==> src/rtl/bus_arb.sv <==
// Two-port round-robin arbiter that sequences 1/2/4/8-byte little-endian
// transfers onto a single 8-bit bus unit, with a per-byte timeout.
module bus_arb #(
    parameter int ADDR_W  = 17,
    parameter int TIMEOUT = 255,
    parameter int TO_W    = 8
) (
    input  logic              clk,
    input  logic              rst_n,
    input  logic              m0_req,
    input  logic              m0_we,
    input  logic [1:0]        m0_size,
    input  logic [ADDR_W-1:0] m0_addr,
    input  logic [63:0]       m0_wdata,
    output logic              m0_done,
    output logic              m0_err,
    output logic [63:0]       m0_rdata,
    input  logic              m1_req,
    input  logic              m1_we,
    input  logic [1:0]        m1_size,
    input  logic [ADDR_W-1:0] m1_addr,
    input  logic [63:0]       m1_wdata,
    output logic              m1_done,
    output logic              m1_err,
    output logic [63:0]       m1_rdata,
    output logic              bus_valid,
    output logic              bus_we,
    output logic [ADDR_W-1:0] bus_addr,
    output logic [7:0]        bus_wdata,
    input  logic [7:0]        bus_rdata,
    input  logic              bus_ready,
    output logic              gnt
);

    typedef enum logic [1:0] {
        S_IDLE,
        S_XFER,
        S_DONE
    } state_t;

    state_t            state_q;
    logic              last_q;
    logic              gnt_q;
    logic              we_q;
    logic [1:0]        size_q;
    logic [ADDR_W-1:0] base_q;
    logic [63:0]       wdata_q;
    logic [2:0]        idx_q;
    logic [63:0]       res_q;
    logic [TO_W-1:0]   cnt_q;
    logic              err_q;

    logic              bus_valid_q;
    logic              bus_we_q;
    logic [ADDR_W-1:0] bus_addr_q;
    logic [7:0]        bus_wdata_q;
    logic              m0_done_q;
    logic              m0_err_q;
    logic [63:0]       m0_rdata_q;
    logic              m1_done_q;
    logic              m1_err_q;
    logic [63:0]       m1_rdata_q;

    logic              sel_d;
    logic              g_we;
    logic [1:0]        g_size;
    logic [ADDR_W-1:0] g_addr;
    logic [63:0]       g_wdata;
    logic [2:0]        idx_nx;
    logic [2:0]        last_idx;
    logic [63:0]       res_mask;
    logic [63:0]       fin_rdata;
    logic              to_hit;

    // Both requesting: the port that did not win last time goes next.
    assign sel_d   = (m0_req & m1_req) ? ~last_q : m1_req;
    assign g_we    = sel_d ? m1_we    : m0_we;
    assign g_size  = sel_d ? m1_size  : m0_size;
    assign g_addr  = sel_d ? m1_addr  : m0_addr;
    assign g_wdata = sel_d ? m1_wdata : m0_wdata;

    assign idx_nx   = idx_q + 3'd1;
    assign last_idx = 3'((4'd1 << size_q) - 4'd1);
    assign to_hit   = (TIMEOUT != 0) && (cnt_q == TO_W'(TIMEOUT - 1));

    always_comb begin
        res_mask = 64'h0;
        unique case (size_q)
            2'd0: res_mask = 64'h0000_0000_0000_00FF;
            2'd1: res_mask = 64'h0000_0000_0000_FFFF;
            2'd2: res_mask = 64'h0000_0000_FFFF_FFFF;
            2'd3: res_mask = 64'hFFFF_FFFF_FFFF_FFFF;
        endcase
    end

    assign fin_rdata = (err_q | we_q) ? 64'h0 : (res_q & res_mask);

    always_ff @(posedge clk or negedge rst_n) begin
        if (!rst_n) begin
            state_q     <= S_IDLE;
            last_q      <= 1'b1;
            gnt_q       <= 1'b0;
            we_q        <= 1'b0;
            size_q      <= 2'd0;
            base_q      <= '0;
            wdata_q     <= 64'h0;
            idx_q       <= 3'd0;
            res_q       <= 64'h0;
            cnt_q       <= '0;
            err_q       <= 1'b0;
            bus_valid_q <= 1'b0;
            bus_we_q    <= 1'b0;
            bus_addr_q  <= '0;
            bus_wdata_q <= 8'h0;
            m0_done_q   <= 1'b0;
            m0_err_q    <= 1'b0;
            m0_rdata_q  <= 64'h0;
            m1_done_q   <= 1'b0;
            m1_err_q    <= 1'b0;
            m1_rdata_q  <= 64'h0;
        end else begin
            m0_done_q <= 1'b0;
            m0_err_q  <= 1'b0;
            m1_done_q <= 1'b0;
            m1_err_q  <= 1'b0;
            unique case (state_q)
                S_IDLE: begin
                    if (m0_req | m1_req) begin
                        gnt_q       <= sel_d;
                        last_q      <= sel_d;
                        we_q        <= g_we;
                        size_q      <= g_size;
                        base_q      <= g_addr;
                        wdata_q     <= g_wdata;
                        idx_q       <= 3'd0;
                        res_q       <= 64'h0;
                        cnt_q       <= '0;
                        err_q       <= 1'b0;
                        bus_valid_q <= 1'b1;
                        bus_we_q    <= g_we;
                        bus_addr_q  <= g_addr;
                        bus_wdata_q <= g_wdata[7:0];
                        state_q     <= S_XFER;
                    end
                end
                S_XFER: begin
                    if (bus_ready) begin
                        cnt_q <= '0;
                        if (!we_q) begin
                            res_q[{idx_q, 3'b000} +: 8] <= bus_rdata;
                        end
                        if (idx_q == last_idx) begin
                            bus_valid_q <= 1'b0;
                            state_q     <= S_DONE;
                        end else begin
                            idx_q       <= idx_nx;
                            bus_addr_q  <= base_q + ADDR_W'(idx_nx);
                            bus_wdata_q <= wdata_q[{idx_nx, 3'b000} +: 8];
                        end
                    end else if (to_hit) begin
                        bus_valid_q <= 1'b0;
                        err_q       <= 1'b1;
                        state_q     <= S_DONE;
                    end else begin
                        cnt_q <= cnt_q + TO_W'(1);
                    end
                end
                S_DONE: begin
                    // Bus is idle here; result is masked into the owner's rdata.
                    if (gnt_q) begin
                        m1_done_q  <= 1'b1;
                        m1_err_q   <= err_q;
                        m1_rdata_q <= fin_rdata;
                    end else begin
                        m0_done_q  <= 1'b1;
                        m0_err_q   <= err_q;
                        m0_rdata_q <= fin_rdata;
                    end
                    state_q <= S_IDLE;
                end
                default: state_q <= S_IDLE;
            endcase
        end
    end

    assign bus_valid = bus_valid_q;
    assign bus_we    = bus_we_q;
    assign bus_addr  = bus_addr_q;
    assign bus_wdata = bus_wdata_q;
    assign m0_done   = m0_done_q;
    assign m0_err    = m0_err_q;
    assign m0_rdata  = m0_rdata_q;
    assign m1_done   = m1_done_q;
    assign m1_err    = m1_err_q;
    assign m1_rdata  = m1_rdata_q;
    assign gnt       = gnt_q;

endmodule

==> config.mk <==
export PLATFORM = sky130hd
export DESIGN_NAME = bus_arb
export DESIGN_NICKNAME = d
export VERILOG_FILES = /design/src/rtl/bus_arb.sv
export SDC_FILE = /design/constraint.sdc
export NUM_CORES = 1
export LEC_CHECK = 0
export CAP_MARGIN = 40
export CORE_MARGIN = 2
export CORE_UTILIZATION = 45
export DETAILED_ROUTE_END_ITERATION = 7
export PLACE_DENSITY = 0.81
export SLEW_MARGIN = 20
export SYNTH_ARGS = -nofsm -noshare
export SYNTH_HDL_FRONTEND = slang
export SYNTH_SLANG_ARGS = --single-unit
export TNS_END_PERCENT = 100
==> constraint.sdc <==
create_clock -name clk -period 8.14 [get_ports clk]
set_input_delay 0.814 -clock clk [delete_from_list [all_inputs] [get_ports clk]]
set_output_delay 0.814 -clock clk [all_outputs]
set_load 0.02 [all_outputs]
==> results of run 1 <==
-- layer usage --
layer  share of wire  vias to the layer above  wire length, µm  global-route usage
li1                -                     5410                -                   -
met1            0.41                     5612            15800               0.305
met2            0.50                      457            19100               0.412
met3           0.065                       74             2490              0.0447
met4           0.028                        0             1070              0.0690
met5               0                        -                0                   0
-- cell usage after synthesis (all sizes together) (5+ instances only) --
cell type and instances:
mux2i 83, o2bb2ai 16, mux4 16, and3 8
nand3 12, o21ai 286, nand2 400, xnor2 8
nand4 6, a22o 9, o22ai 8, o2111ai 5
xor2 11, ha 10, buf 33, dfrtp 321
a21oi 15, nor3 7, a211oi 5, clkbuf 54
nor2 23, inv 19
-- cell usage in the layout (no fill, tap or decap), types with 7 or more instances in the layout --
cell type,count
buf_4,10
clkdlybuf4s50_1,339
and3_1,7
xnor2_1,7
nand2_1,400
a22o_1,9
mux2i_1,83
mux4_2,16
inv_1,19
o21ai_1,7
o21ai_0,278
nand3_1,12
a21oi_1,15
o22ai_1,8
o2bb2ai_1,16
dfrtp_1,321
nor2_1,22
ha_1,10
xor2_1,11
clkbuf_16,35
-- power by group through the flow --
stage	Clock [µW]	Combinational, µW	Sequential, µW
floorplan	0	1250	2340
global placement	0	2030	2280
detailed placement	0	2140	2300
CTS	1690	2160	2280
global route	1760	2380	2330
finish	1660	2150	2280
-- sequential cells by signal, summed over array words and instances, names as in the netlist, 2 cells and up --
name,cells
state_q,2
base_q,17
m0_rdata,64
bus_wdata,8
res_q,64
cnt_q,8
wdata_q,64
size_q,2
bus_addr,17
idx_q,3
m1_rdata,64
-- final cells by class --
cell class                 instances  area (µm²)
fill                            2448       11600
sequential                       322        8060
multi-input combinational        970        5520
timing repair buffer             357        3650
clock buffer                      44         960
tap                              396         495
clock inverter                    16         258
inverter                          20        75.1
-- critical path: stages (launching register included) --
cell	delay [ns]
dfrtp_1	0.46
ha_1	0.25
xnor2_2	0.50
clkinv_1	0.47
ha_1	0.43
a21oi_1	0.39
a21oi_1	0.26
a211o_1	0.35
a32o_1	0.21
-- logic make-up (layout without fill, tap and decap cells) --
logic type | after synthesis | in the layout | synth area share
mux | 100 | 100 | 0.0859
buf+inv | 107 | 437 | 0.0325
simple gates | 475 | 475 | 0.137
compound gates | 365 | 365 | 0.146
flops | 322 | 322 | 0.576
fa+ha+maj | 11 | 11 | 0.0104
xor+xnor | 19 | 19 | 0.0124
-- worst min path at each step --
| stage | slack, ns | end | startpoint | cells past startpoint |
|---|---|---|---|---|
| final | 0.38 | m0_rdata[23]$_DFFE_PN0P_ | rst_n | 1 |
| after global routing | 0.46 | m0_rdata[23]$_DFFE_PN0P_ | rst_n | 1 |
| after CTS | 0.44 | m1_rdata[23]$_DFFE_PN0P_ | rst_n | 1 |
| after detailed placement | 0.46 | wdata_q[20]$_DFFE_PN0P_ | wdata_q[20]$_DFFE_PN0P_ | 2 |
| after global placement | 0.46 | wdata_q[50]$_DFFE_PN0P_ | wdata_q[50]$_DFFE_PN0P_ | 2 |
| after floorplan | 0.44 | wdata_q[24]$_DFFE_PN0P_ | wdata_q[24]$_DFFE_PN0P_ | 2 |
-- stage by stage --
stage	cell area, µm²	hold slack, ns
3_3_place_gp	17600	0.456
3_5_place_dp	17800	0.465
2_1_floorplan	14000	0.445
5_1_grt	19000	0.464
6_report	19000	0.379
4_1_cts	19000	0.442
==> results.yml, run 1 <==
grt:
  grt_overflow: 0
  grt_pass1_vias: 11600
  grt_antenna_before_repair: 0
  grtUsageTotal: 0.238
  grt_pass1_wl_mm: 62.3
  grt_max_degree: 191
cells_and_area:
  drive_gt1_frac: 0.0613
  area_delta_synth_final_pct: 35.9
  nNetsFinal: 1897
  final_util: 0.622
  diodes: 0
  layout.cells.non_filler: 2125
timing:
  rsz0062_at_grt: "no"
  fin_crit_sh: 0.424
  max_freq_mhz: 290
  fin_skew_ns: 0.0166
  setup_slack_ns: 4.69
  slew_viol_final: 0
  setup_viol: 0
  finalSetupTns_ns: 0
  fin_crit_ns: 3.45
  relSlewSlack: 0.336
  final_hold_viol_count: 0
  tightest_slew_ns: 0.996
yosys:
  synth_top_cell_by_area: "dfrtp_1"
  synth_top_area_share: 0.574
  async_reset_ff_frac: 1.00
  synthTopCellsByArea: "dfrtp_1 (57%), nand2_1 (11%), o21ai_0 (9.9%)"
  syn_area_mm2: 0.0140
  synthDistinctLibCells: 56
  ys.flop_type: "dfrtp_1"
  yosys_warnings: 0
  ys_seq_area_frac: 0.576
  syn_avg_cell_area_um2: 10.0
  synth_edf_count: 0
  ys_ff_latch: 322
  synth_cells: 1399
  synth_fp_nets: 1591
clock_tree:
  clkLatencyLatePin_ns: 0.51
  cts_tree: "done"
  cts_made_buffers: 34
  clk_path_buf_depth: 3
  cts_hold_buffers: 0
  cts_setup_buffers: 0
  cts_root_buffer: "clkbuf_16"
  htree_levels: 2
  clk_pin_slew_ns: 0.06
  numClockSinks: 322
  post_cts_resized: 0
setup_path:
  r2r_start: "idx_q[1]$_DFFE_PN0P_"
  path_max_fanout: 10
  cp.arrival_ns: 3.85
  start_kind: "flop"
  crit_start: "idx_q[1]$_DFFE_PN0P_"
  rrSetupSlack_ns: 4.69
  critPathKind: "flop to flop"
  timing.rr.end: "bus_addr[13]$_DFFE_PN0P_"
  end_kind: "flop"
  required_ns: 8.53
  crit_end: "bus_addr[13]$_DFFE_PN0P_"
  rr_worst_depth: 8
power:
  power_uw: 6090
  p_per_area_mw_per_mm2: 320
  power_frac_seq: 0.375
  p_int_uw: 3890
  peakVddDrop_mv: 0.283
  p_leak_uw: 0.00816
  p_sw_uw: 2200
  switching_share: 0.361
  power_frac_comb: 0.352
  clock_power_share: 0.273
drt:
  drcViolationCount: 0
  dr.pass1.iters: 5
  drtIter0Drc: 655
  vias: 11600
  routed_via_density: 5.44
  totalWireLength_mm: 38.5
  antenna_left: 0
  routedWlPerCell_um: 18.1
placed_design:
  portBuffers: 340
  hpwlAfterDp_mm: 27.3
  dp_slack_ns: 4.34
  dp.cells: 2063
  place.gp.congestion: 0.830
job:
  drv_cap: 0
floorplanning:
  die-width_um: 180
  die_h_um: 180
  ios: 341
  core-area_mm2: 0.0306
  rows: 64
  dieArea_mm2: 0.0325
  start_util: 0.458
worst_hold_path:
  holdCritPathClass: "input port to asynchronous set/reset pin"
status:
  status: "completed"
Power figures use the tool's default switching activity.
==> inputs of run 2 (changes only) <==
PLACE_DENSITY = 0.84   (was 0.81)
clock period = 2.88 ns   (was 8.14 ns; I/O delays follow)
==> run 2 against run 1 <==
Sequential cell count stayed put. Register-to-register slack worse by 4.4 ns. Global-route usage is 0.24 points higher. Routed wire length is 1.3% higher. Core utilization is 0.27 points higher. Final cell count is 0.94% higher. Clock skew is 0.0024 ns lower. Critical path depth is 1 higher. Critical path type unchanged. Highest routed layer unchanged.
==> results.yml, run 2 (synthesis gave the netlist of run 1 again) <==
worst_hold_path:
  holdCritPathClass: "input port to asynchronous set/reset pin"
grt:
  met1_usage: 0.302
  grt_max_degree: 142
  grt_antenna_before_repair: 0
  grtUsageTotal: 0.240
  use_met2: 0.415
  busiest_layer: "met2"
  grt_overflow: 0
  grt_pass1_wl_mm: 62.8
  grt_pass1_vias: 11800
  grt_use_met3: 0.0525
timing:
  finalSetupTns_ns: 0
  rsz0062_at_grt: "no"
  setup_viol: 0
  slew_viol_final: 0
  fin_crit_sh: 0.909
  max_freq_mhz: 382
  final_hold_viol_count: 0
  fin_skew_ns: 0.0142
  relSlewSlack: 0.494
  fin_crit_ns: 2.62
  tightest_slew_ns: 0.759
floorplanning:
  dieArea_mm2: 0.0325
  die-width_um: 180
  rows: 64
  ios: 341
  start_util: 0.458
  core-area_mm2: 0.0306
  die_h_um: 180
job:
  drv_cap: 0
power:
  p_per_area_mw_per_mm2: 897
  peakVddDrop_mv: 0.477
  p_leak_uw: 0.00823
clock_tree:
  cts_tree: "done"
  clkLatencyLatePin_ns: 0.51
  clk_pin_slew_ns: 0.06
  cts_made_buffers: 35
  numClockSinks: 322
  cts_root_buffer: "clkbuf_16"
  htree_levels: 2
  clk_path_buf_depth: 3
setup_path:
  end_kind: "flop"
  path_common_cell: "inv_1"
  worstPathCellList: "inv_1 -> ha_2 -> inv_1 -> fa_1 -> nor2b_2 -> o21a_1 -> a311oi_1 -> a41oi_1 -> a22o_1"
  required_ns: 3.33
  cp.arrival_ns: 3.06
  cpMaxStageDelayCell: "fa_1"
  start_kind: "flop"
  critPathKind: "flop to flop"
  path_max_fanout: 10
  max_stage_delay_ns: 0.46
cells_and_area:
  final_common_cell: "nand2_1"
  n_fill_cell: 2413
  nNetsFinal: 1914
  final_cell_mix: "nand2_1 (400), clkdlybuf4s50_1 (339), dfrtp_1 (320), o21ai_0 (278), mux2i_1 (83)"
  drive_gt1_frac: 0.0715
  area_delta_synth_final_pct: 36.5
  layout.cells.non_filler: 2145
  diodes: 0
placed_design:
  portBuffers: 340
  place.gp.congestion: 0.843
  dp.cells: 2080
  hpwlAfterDp_mm: 28.2
drt:
  drtIter0Drc: 849
  dr.pass1.iters: 6
  routedWlPerCell_um: 18.2
  drcViolationCount: 0
  antenna_left: 0
  vias: 11600
  totalWireLength_mm: 39.0
  routed_via_density: 5.40
status:
  status: "completed"
[run 2: what timing repair did]
| action | in CTS | in global routing |
|---|---|---|
| hold endpoints to repair | 69 | 0 |
| setup buffers | 0 | 0 |
| gates resized for setup | 1 | 2 |
| endpoints found under the setup margin | 1 | 8 |
| hold buffers | 1 | 0 |
[run 2: area by class of cell]
| class | count | area [µm²] | area share |
|---|---|---|---|
| flip-flops and latches | 322 | 8060 | 0.422 |
| clock buffers | 48 | 1020 | 0.0532 |
| well taps | 396 | 495 | 0.0259 |
| multi-input cells | 970 | 5520 | 0.289 |
| clock inverters | 16 | 180 | 0.00943 |
| inverters | 20 | 75.1 | 0.00393 |
| repair buffers | 373 | 3750 | 0.196 |
[run 2: critical path: cells and delay by family (launching register included)]
family / cells / cell delay [ns]
AOI/OAI and AO/OA: 4 / 0.68
buffers and inverters: 2 / 0.23
adders and majority gates: 2 / 0.90
DFF: 1 / 0.45
and+or+nand+nor: 1 / 0.29
[run 2: through the flow]
stage | cell area [µm²] | worst slack [ns] | utilization | power [µW] | hold WS, ns
after floorplan | 14000 | 0.231 | - | 10200 | -0.00759
after global placement | 17900 | 0.187 | 0.584 | 12400 | 0.293
after detailed placement | 17900 | 0.0244 | 0.585 | 12600 | 0.305
after CTS | 19100 | 0.116 | 0.624 | 17300 | 0.352
after global routing | 19100 | 0.0785 | 0.624 | 18200 | 0.402
final | 19100 | 0.262 | 0.624 | 17100 | 0.349
[run 2: final timing paths]
path	startpoint	end	slack [ns]	depth (start not counted)
worst min register to register	wdata_q[23]$_DFFE_PN0P_	wdata_q[23]$_DFFE_PN0P_	0.47	2
min in group clk	bus_rdata[7]	res_q[23]$_DFFE_PN0P_	0.38	3
worst min-delay path	rst_n	m1_rdata[28]$_DFFE_PN0P_	0.35	2
worst max register to register	idx_q[0]$_DFFE_PN0P_	bus_addr[14]$_DFFE_PN0P_	0.26	9
worst max-delay path	idx_q[0]$_DFFE_PN0P_	bus_addr[14]$_DFFE_PN0P_	0.26	9
max in group asynchronous	rst_n	base_q[5]$_DFFE_PN0P_	1.60	3
[run 2: per-layer routing]
metal	vias up	wire, µm
met5	-	0
met4	0	1160
met3	73	2930
met2	502	19400
met1	5569	15400
li1	5444	-
[run 2: power by group]
group	switching, µW	total (µW)	internal [µW]
Clock	1830	4590	2760
Sequential	823	6450	5630
Combinational	3570	6100	2530
Total	6230	17100	10900
